===== config.mk =====
export PLATFORM = sky130hd
export DESIGN_NAME = panda_risc_v_inst_buf
export DESIGN_NICKNAME = d
export VERILOG_FILES = /design/src/rtl/panda_risc_v_inst_buf.sv
export SDC_FILE = /design/constraint.sdc
export NUM_CORES = 1
export LEC_CHECK = 0
export ABC_AREA = 1
export CAP_MARGIN = 20
export CORE_UTILIZATION = 49
export DETAILED_ROUTE_END_ITERATION = 8
export GPL_TIMING_DRIVEN = 1
export PLACE_DENSITY = 0.76
export SLEW_MARGIN = 20
export SYNTH_ARGS = -nofsm -noshare
export SYNTH_HDL_FRONTEND = slang
export SYNTH_SLANG_ARGS = --single-unit

===== constraint.sdc =====
create_clock -name clk -period 6.3 [get_ports clk]
set_input_delay 1.26 -clock clk [delete_from_list [all_inputs] [get_ports clk]]
set_output_delay 1.26 -clock clk [all_outputs]
set_load 0.01 [all_outputs]

===== src/rtl/panda_risc_v_inst_buf.sv =====
// Instruction buffer between fetch and decode: a first-word-fall-through FIFO
// of {msg, data} beats with flush, occupancy count and no ready pass-through.
module panda_risc_v_inst_buf #(
    parameter int  fifo_depth       = 4,
    parameter real simulation_delay = 1
) (
    input  logic                          clk,
    input  logic                          sys_resetn,
    input  logic                          flush_req,
    input  logic [127:0]                  s_if_res_data,
    input  logic [3:0]                    s_if_res_msg,
    input  logic                          s_if_res_valid,
    output logic                          s_if_res_ready,
    output logic [127:0]                  m_inst_data,
    output logic [3:0]                    m_inst_msg,
    output logic                          m_inst_valid,
    input  logic                          m_inst_ready,
    output logic [$clog2(fifo_depth):0]   inst_buf_cnt,
    output logic                          inst_buf_empty,
    output logic                          inst_buf_full
);

    localparam int ptr_w = $clog2(fifo_depth);
    localparam int cnt_w = ptr_w + 1;

    typedef logic [131:0] entry_t;

    if (!(fifo_depth == 2 || fifo_depth == 4 || fifo_depth == 8 || fifo_depth == 16)
        || simulation_delay < 0.0) begin : g_bad_param
        $error("panda_risc_v_inst_buf: fifo_depth must be 2/4/8/16 and simulation_delay >= 0");
    end

    logic [ptr_w-1:0] wptr_q, wptr_d;
    logic [ptr_w-1:0] rptr_q, rptr_d;
    logic [cnt_w-1:0] cnt_q, cnt_d;
    entry_t           mem_q [fifo_depth];

    logic wr_en;
    logic rd_en;

    // Status comes from the registered count only, so ready never depends on m_inst_ready.
    assign inst_buf_empty = (cnt_q == '0);
    assign inst_buf_full  = (cnt_q == cnt_w'(fifo_depth));
    assign inst_buf_cnt   = cnt_q;
    assign s_if_res_ready = ~inst_buf_full;
    assign m_inst_valid   = ~inst_buf_empty;

    // A flush swallows both handshakes: the input beat is dropped and the head is not consumed.
    assign wr_en = s_if_res_valid & s_if_res_ready & ~flush_req;
    assign rd_en = m_inst_valid & m_inst_ready & ~flush_req;

    assign {m_inst_msg, m_inst_data} = mem_q[rptr_q];

    // NOTE: every variable gets a default at the top of always_comb so no path can infer a latch.
    always_comb begin
        wptr_d = wptr_q;
        rptr_d = rptr_q;
        cnt_d  = cnt_q;
        if (flush_req) begin
            wptr_d = '0;
            rptr_d = '0;
            cnt_d  = '0;
        end else begin
            if (wr_en) wptr_d = wptr_q + ptr_w'(1);
            if (rd_en) rptr_d = rptr_q + ptr_w'(1);
            unique case ({wr_en, rd_en})
                2'b10:   cnt_d = cnt_q + cnt_w'(1);
                2'b01:   cnt_d = cnt_q - cnt_w'(1);
                default: cnt_d = cnt_q;
            endcase
        end
    end

    // NOTE: state registers use non-blocking assignments so all flops sample the same pre-edge values.
    always_ff @(posedge clk or negedge sys_resetn) begin
        if (!sys_resetn) begin
            wptr_q <= '0;
            rptr_q <= '0;
            cnt_q  <= '0;
        end else begin
            wptr_q <= wptr_d;
            rptr_q <= rptr_d;
            cnt_q  <= cnt_d;
        end
    end

    // NOTE: storage has no reset; an entry is only visible once the count covers it.
    always_ff @(posedge clk) begin
        if (wr_en) mem_q[wptr_q] <= {s_if_res_msg, s_if_res_data};
    end

endmodule


* Yosys cells after proc, flatten, opt, wreduce, memory -nomap -nowiden *
Memories as Yosys holds them, arrays and structs flattened.
Index checks and enable logic that the tools add are counted.

storage, ports and cells
  register bits = 7
  bits in writable memories = 528
  output and inout port bits = 139
  memories = 1

cells by class
  $add $sub $neg = 4
  equality and inequality tests = 3
  muxes and demuxes = 8
  bitwise gates (word level) = 7
  reductions and logical operators = 4

memory list
  memory  words  width  rd ports  clocked after memory_dff  wr ports  line  source
  mem_q   4      132    1         0                         1         36    entry_t mem_q [fifo_depth];

operators by type and width
  kind                                                                count
  2-bit two-way mux                                                   4
  3-bit one-hot mux with 2 select lines                               1
  2-bit by 1-bit adder with 2-bit output, second input constant       2
  1-bit bitwise AND                                                   4
  2-bit nonzero test                                                  2
  3-bit by 1-bit adder with 3-bit output, second input constant       1
  3-bit == test, second input constant                                1
  3-bit zero test                                                     1
  3-bit two-way mux                                                   1
  1-bit NOT                                                           3
  3-bit nonzero test                                                  1
  3-bit by 1-bit subtractor with 3-bit output, second input constant  1
  2-bit by 1-bit == test with 1-bit output, second input constant     1
  2-bit == test, second input constant                                1
  1-bit two-way mux                                                   2

* Longest topological paths before layout *
Gate-level depths: netlist of run 1.

  word-level depth = 7
  gate-level depth with buffers = 13

* Worst setup path after synthesis of run 1 *
OpenSTA, ideal clock, no wires.

  path type = input-to-reg
  start point = input flush_req
  end point = memory mem_q[0][0] (netlist name), enable pin
  setup time = 626 ps
  data arrival time = 7105 ps
  required time = 5674 ps
  path slack = -1431 ps
  stages = 3
  cells stage by stage = inv_1 > nand3_1 > nor2_1

on the way
  word-level cells in the longest chain between the ends = 4

ends and longest elaborated chain
  element                                  line  source
  start: declaration                       9     input logic flush_req,
  1-bit NOT                                49    assign wr_en = s_if_res_valid & s_if_res_ready & ~flush_req;
  1-bit bitwise AND                        49
  1-bit two-way mux                        89    if (wr_en) mem_q[wptr_q] <= {s_if_res_msg, s_if_res_data};
  1-bit two-way mux (not written as such)  89
  end: declaration                         36

No other way between the ends.

* Worst setup path after layout of run 1 *
  start point = register rptr_q[1]
  end point = output m_inst_data[38]

on the way
  word-level cells in the longest chain between the ends = 1

ends and longest elaborated chain
  element                   line  source
  start: declaration        34    logic [ptr_w-1:0] rptr_q, rptr_d;
  start signal: assignment  82    rptr_q <= rptr_d;
  memory read 4 x 132 bit   n/a
  end: declaration          14    output logic [127:0] m_inst_data,

No other way between the ends.

==> results of run 1 <==
## routing by layer
layer,global-route usage (%),routed length (microns)
met5,0,0
met4,6.53,795
met3,5.34,3510
met2,34.2,21300
met1,26.1,17400
## flip-flops by register name, summed over array words and instances (netlist names)
name,count
wptr_q,2
inst_buf_cnt,3
mem_q,528
rptr_q,2
## critical path, delay by kind of cell (launching register included)
kind,cells,cell delay (ns)
flops,1,0.76
compound gates,2,0.39
buf+inv,3,1.94
## power by group through the flow
stage / Clock, W / Sequential (W) / Combinational (W)
2_1_floorplan: 0 / 0.00432 / 0.00119
3_3_place_gp: 0 / 0.00432 / 0.00232
3_5_place_dp: 0 / 0.00433 / 0.00236
4_1_cts: 0.00291 / 0.00425 / 0.00237
5_1_grt: 0.00303 / 0.00427 / 0.00255
6_report: 0.00286 / 0.00425 / 0.00235
## placed cells by master, fill, tap and decap left out, types with 13 or more instances in the layout
master,n
buf_4,16
nand2_1,20
edfxtp_1,528
clkdlybuf4s50_1,275
inv_1,13
clkinv_1,14
o21ai_1,29
o22ai_1,132
clkbuf_16,53
o21ai_0,239
nor2_1,265
## area by class of cell
class | count | area share (%)
inverters | 15 | 0.269
clock buffers | 63 | 5.52
clock inverters | 31 | 0.801
repair buffers | 295 | 12.0
well taps | 525 | 2.66
flip-flops and latches | 535 | 64.9
multi-input cells | 705 | 13.8
## cell families after synthesis
kind of cell,Yosys count
xor gates and xnor gates,1
AOI/OAI and AO/OA,404
DFF,535
and+or+nand+nor,295
buffers and inverters,101
adders and majority gates,5
## metrics by stage
step           std cells  hold slack, ns
2_1_floorplan       1341           0.516
3_3_place_gp        2075           0.545
3_5_place_dp        2075           0.553
4_1_cts             2169           0.579
5_1_grt             2169           0.588
6_report            2169           0.577
## path summary, 6_finish.rpt
| path | from | endpoint | depth (start not counted) |
|---|---|---|---|
| max reg2reg | inst_buf_cnt[0] | mem_q[3][74] | 6 |
| max | rptr_q[1] | m_inst_data[38] | 5 |
| min | inst_buf_cnt[0] | inst_buf_cnt[0] | 1 |
| min in group asynchronous | sys_resetn | inst_buf_cnt[0] | 1 |
| max in group asynchronous | sys_resetn | rptr_q[1] | 1 |
| min reg2reg | inst_buf_cnt[0] | inst_buf_cnt[0] | 1 |
==> impl_metrics.py, run 1 <==
metrics = {
    "status": {
        "status": "finished clean",
    },
    "finish": {
        "design.final.nets": 1746,
        "multi_input_comb_area_sq_um": 3420,
        "seqCellArea_sq_um": 16000,
        "antenna_cells": 0,
        "stdcell_area_sq_um": 24700,
        "utilization_pct": 61.9,
        "fillers": 2856,
        "syn2layout_area_growth_pct": 24.0,
        "drive_above_1_share_pct": 6.14,
    },
    "floorplan": {
        "die_y_microns": 204,
        "die_area_sq_um": 41500,
        "io_pins": 276,
        "core_area_sq_um": 39900,
        "fp.dieW_microns": 204,
        "rows": 73,
        "start_util_pct": 49.9,
    },
    "worst_setup_path": {
        "cp_slowest_stage_delay_ns": 0.90,
        "worst_setup_path_start_kind": "register",
        "path_cells": "inv_4 -> buf_4 -> o21ai_0 -> o22ai_1 -> clkdlybuf4s50_1",
        "crit_path_end_kind": "output port",
        "critPathKind": "reg2out",
        "crit_fanout": 95,
        "slowest_stage": "inv_4",
        "worstPathRequired_ns": 5.04,
        "arrival_ns": 3.69,
        "r2r_slack_ns": 3.60,
    },
    "global_route": {
        "grt_pass1_wl_mm": 65.4,
        "grt_use_total_pct": 20.5,
        "grt_max_degree": 157,
        "grt_pass1_vias": 11900,
        "antenna_found_initial": 1,
        "grt_overflow": 0,
    },
    "route": {
        "dr.pass1.iters": 5,
        "drc": 0,
        "ant_nets": 0,
        "via_per_inst": 5.53,
        "routedWlPerCell_microns": 19.8,
        "drtIter0Drc": 783,
        "vias": 12000,
        "routed_wl_mm": 43.0,
    },
    "pwr": {
        "p_sw_w": 0.00265,
        "power_w": 0.00946,
        "powerDensity_nw_per_um2": 383,
        "total_leakage_power_nw": 8.11,
        "swShare_pct": 28.0,
        "pwr-share-comb_pct": 24.8,
        "power.share.clock_pct": 30.2,
        "seqPwrFrac_pct": 45.0,
        "vdd_drop_max_uv": 289,
        "internal_power_w": 0.00681,
    },
    "place": {
        "preCtsSetupSlack_ns": 1.90,
        "dp_hpwl_mm": 23.9,
        "gp_congestion": 0.750,
        "placed_area_sq_um": 23100,
        "port_buffers": 275,
    },
    "synthesis": {
        "synth_top_area_share_pct": 79.6,
        "synthAdderAreaFrac_pct": 0.352,
        "synth_cells": 1341,
        "synth_compound_area_share_pct": 11.0,
        "ys_types": 23,
        "ys_seq_area_share_pct": 80.5,
        "synth_largest_area_cell": "edfxtp_1",
        "yosys_warnings": 0,
        "netlist_top_cells_count": "edfxtp_1, nor2_1, o21ai_0, o22ai_1, buf_2",
        "yosysMostFrequentCell": "edfxtp_1",
        "async_reset_ff_share_pct": 1.31,
        "syn_area_per_cell_sq_um": 14.9,
        "yosys-top-cells-area": "edfxtp_1, o21ai_0, nor2_1",
        "synth_top_family_by_area": "compound AO/OA/AOI/OAI gates",
        "yosys.area_share.simple_pct": 5.61,
        "synth_edf_count": 528,
        "ys.flop_type": "edfxtp_1",
        "synthMuxAreaShare_pct": 0,
        "synthesis.area_sq_um": 19900,
        "synth_xor_xnor_area_share_pct": 0.0440,
        "ys_ff_latch": 535,
        "syn-num-nets": 1483,
    },
    "cts": {
        "clock-root-buffer": "clkbuf_16",
        "cts.clk_slew.worst_paths_ns": 0.06,
        "cts_buffers": 52,
        "clock_sinks": 535,
        "tritoncts": "built",
        "postCtsSetupRepairBufs": 0,
        "cts_buffer_depth": 3,
        "cts_resized": 0,
        "clk_latency_ns": 0.58,
        "hold_buffers": 0,
        "htree_levels": 2,
    },
    "sta": {
        "tns_ns": 0,
        "worst_slack_ns": 1.35,
        "slew-limit-headroom_pct": 29.2,
        "drv_slew": 0,
        "setup_viol_count_final": 0,
        "rsz0062_at_grt": "false",
        "fmax_ghz": 0.202,
        "finalHoldViolCount": 0,
        "fin_crit_sh_pct": 78.5,
        "worst_slew_pin_slew_ns": 1.06,
        "fin_skew_ns": 0.0117,
        "fin_crit_ns": 4.95,
    },
    "hold_path": {
        "hold_class": "reg2reg",
    },
    "run": {
        "maxCapViolations": 0,
    },
}
Power figures use the tool's default switching activity.
==> run 2, diff against run 1 <==
--- a/config.mk
+++ b/config.mk
@@ -7,10 +7,10 @@
 export LEC_CHECK = 0
 export ABC_AREA = 1
 export CAP_MARGIN = 20
-export CORE_UTILIZATION = 49
+export CORE_UTILIZATION = 50
 export DETAILED_ROUTE_END_ITERATION = 8
 export GPL_TIMING_DRIVEN = 1
-export PLACE_DENSITY = 0.76
+export PLACE_DENSITY = 0.74
 export SLEW_MARGIN = 20
 export SYNTH_ARGS = -nofsm -noshare
 export SYNTH_HDL_FRONTEND = slang
==> constraint.sdc (replaced) <==
create_clock -name clk -period 4.9 [get_ports clk]
set_input_delay 0.98 -clock clk [delete_from_list [all_inputs] [get_ports clk]]
set_output_delay 0.98 -clock clk [all_outputs]
set_load 0.01 [all_outputs]
==> impl_metrics.py, run 2 (synthesis results as in run 1) <==
metrics = {
    "place": {
        "port_buffers": 275,
        "placed_area_sq_um": 23300,
        "dp_hpwl_mm": 24.0,
        "placed_cells": 2075,
        "gp_congestion": 0.789,
    },
    "worst_setup_path": {
        "slowest_stage": "dfrtp_4",
        "endpoint": "m_inst_data[85]",
        "crit_path_end_kind": "output port",
        "crit_start": "rptr_q[0]",
        "critPathKind": "reg2out",
        "worstPathRequired_ns": 3.92,
        "worstRegToRegCells": 5,
        "crit_fanout": 108,
        "r2r-start": "inst_buf_cnt[1]",
        "r2r_slack_ns": 2.47,
        "cp_slowest_stage_delay_ns": 0.66,
        "reg2reg_to": "mem_q[0][88]",
        "worst_setup_path_start_kind": "register",
        "arrival_ns": 3.23,
        "path_cells": "inv_8 -> buf_4 -> o21ai_0 -> o22ai_1 -> clkdlybuf4s50_1",
    },
    "route": {
        "vias": 12000,
        "dr.pass1.iters": 5,
        "routed_wl_mm": 43.6,
        "ant_nets": 0,
        "routedWlPerCell_microns": 20.1,
        "via_per_inst": 5.53,
        "drc": 0,
        "drtIter0Drc": 802,
    },
    "finish": {
        "final_common_cell": "edfxtp_1",
        "multi_input_comb_area_sq_um": 3420,
        "drive_above_1_share_pct": 6.84,
        "utilization_pct": 64.4,
        "syn2layout_area_growth_pct": 26.1,
        "fillers": 2710,
        "stdcell_area_sq_um": 25100,
        "design.final.nets": 1754,
        "layout_common_cells": "edfxtp_1, clkdlybuf4s50_1, nor2_1, o21ai_0, o22ai_1",
        "instances_no_fill": 2173,
        "largest_register_ffs": 528,
        "seqCellArea_sq_um": 16000,
        "largest-register": "mem_q",
    },
    "hold_path": {
        "hold-path-cell-count": 1,
        "hold_class": "reg2reg",
    },
    "cts": {
        "cts_buffers": 53,
        "hold_buffers": 0,
        "cts.clk_slew.worst_paths_ns": 0.06,
        "cts_resized": 0,
        "tritoncts": "built",
        "clock_sinks": 535,
        "cts_buffer_depth": 3,
        "clock-root-buffer": "clkbuf_16",
        "clk_latency_ns": 0.58,
        "htree_levels": 2,
        "postCtsSetupRepairBufs": 0,
    },
    "sta": {
        "setup_viol_count_final": 0,
        "drv_slew": 0,
        "tns_ns": 0,
        "rsz0062_at_grt": "false",
        "fin_crit_ns": 4.21,
        "fin_skew_ns": 0.0104,
        "fmax_ghz": 0.238,
        "fin_crit_sh_pct": 85.8,
        "finalHoldViolCount": 0,
        "timing.hold.ws_ns": 0.584,
        "worst_slew_pin_slew_ns": 0.924,
        "slew-limit-headroom_pct": 38.4,
    },
    "floorplan": {
        "rows": 72,
        "start_util_pct": 51.1,
        "die_area_sq_um": 40600,
        "fp.dieW_microns": 202,
        "core_area_sq_um": 39000,
        "die_y_microns": 202,
        "io_pins": 276,
    },
    "pwr": {
        "powerDensity_nw_per_um2": 510,
        "vdd_drop_max_uv": 416,
        "total_leakage_power_nw": 8.29,
    },
    "global_route": {
        "grt_pass1_wl_mm": 67.3,
        "antenna_found_initial": 4,
        "grt_overflow": 0,
        "grt_use_total_pct": 21.5,
        "grt_max_degree": 140,
        "grt_pass1_vias": 12100,
    },
    "status": {
        "status": "finished clean",
    },
    "run": {
        "maxCapViolations": 0,
    },
}
-- run 2: layout make-up --
| cell class | count | area share [%] |
|---|---|---|
| repair buffers | 302 | 12.3 |
| diodes | 4 | 0.0398 |
| multi-input cells | 705 | 13.6 |
| clock inverters | 29 | 1.77 |
| clock buffers | 65 | 5.63 |
| well taps | 518 | 2.58 |
| inverters | 15 | 0.264 |
| flip-flops and latches | 535 | 63.8 |
-- run 2: worst min path at each step --
stage / slack [ns] / start / end
after floorplan: 0.52 / wptr_q[0] / wptr_q[0]
after global placement: 0.56 / wptr_q[0] / wptr_q[0]
after detailed placement: 0.58 / inst_buf_cnt[0] / inst_buf_cnt[0]
after CTS: 0.59 / inst_buf_cnt[0] / inst_buf_cnt[0]
after global routing: 0.63 / inst_buf_cnt[0] / inst_buf_cnt[0]
final: 0.58 / inst_buf_cnt[0] / inst_buf_cnt[0]
-- run 2: through the flow --
step           power (W)  setup slack (ns)
6_report          0.0128             0.694
5_1_grt           0.0133             0.523
4_1_cts           0.0129             0.663
3_5_place_dp     0.00863              1.33
3_3_place_gp     0.00857              1.38
2_1_floorplan    0.00707            -0.382
-- run 2: worst max-delay path: cells and delay by family (launching register included) --
family	cells	cell delay (ns)
compound gates	2	0.37
flops	1	0.66
buf+inv	3	1.52
-- run 2: where the power goes --
group	internal (W)	switching (W)	leakage, nW
combinational	0.00135	0.00173	2.50
clock	0.00267	0.00162	0.902
sequential	0.00535	0.000104	4.88
-- run 2: routing by layer --
layer / vias to the layer above / GRT usage [%] / routed length, microns
li1: 5618 / - / -
met1: 5895 / 27.1 / 17900
met2: 414 / 35.6 / 20900
met3: 77 / 6.20 / 3730
met4: 4 / 7.82 / 1070
met5: - / 0 / 29
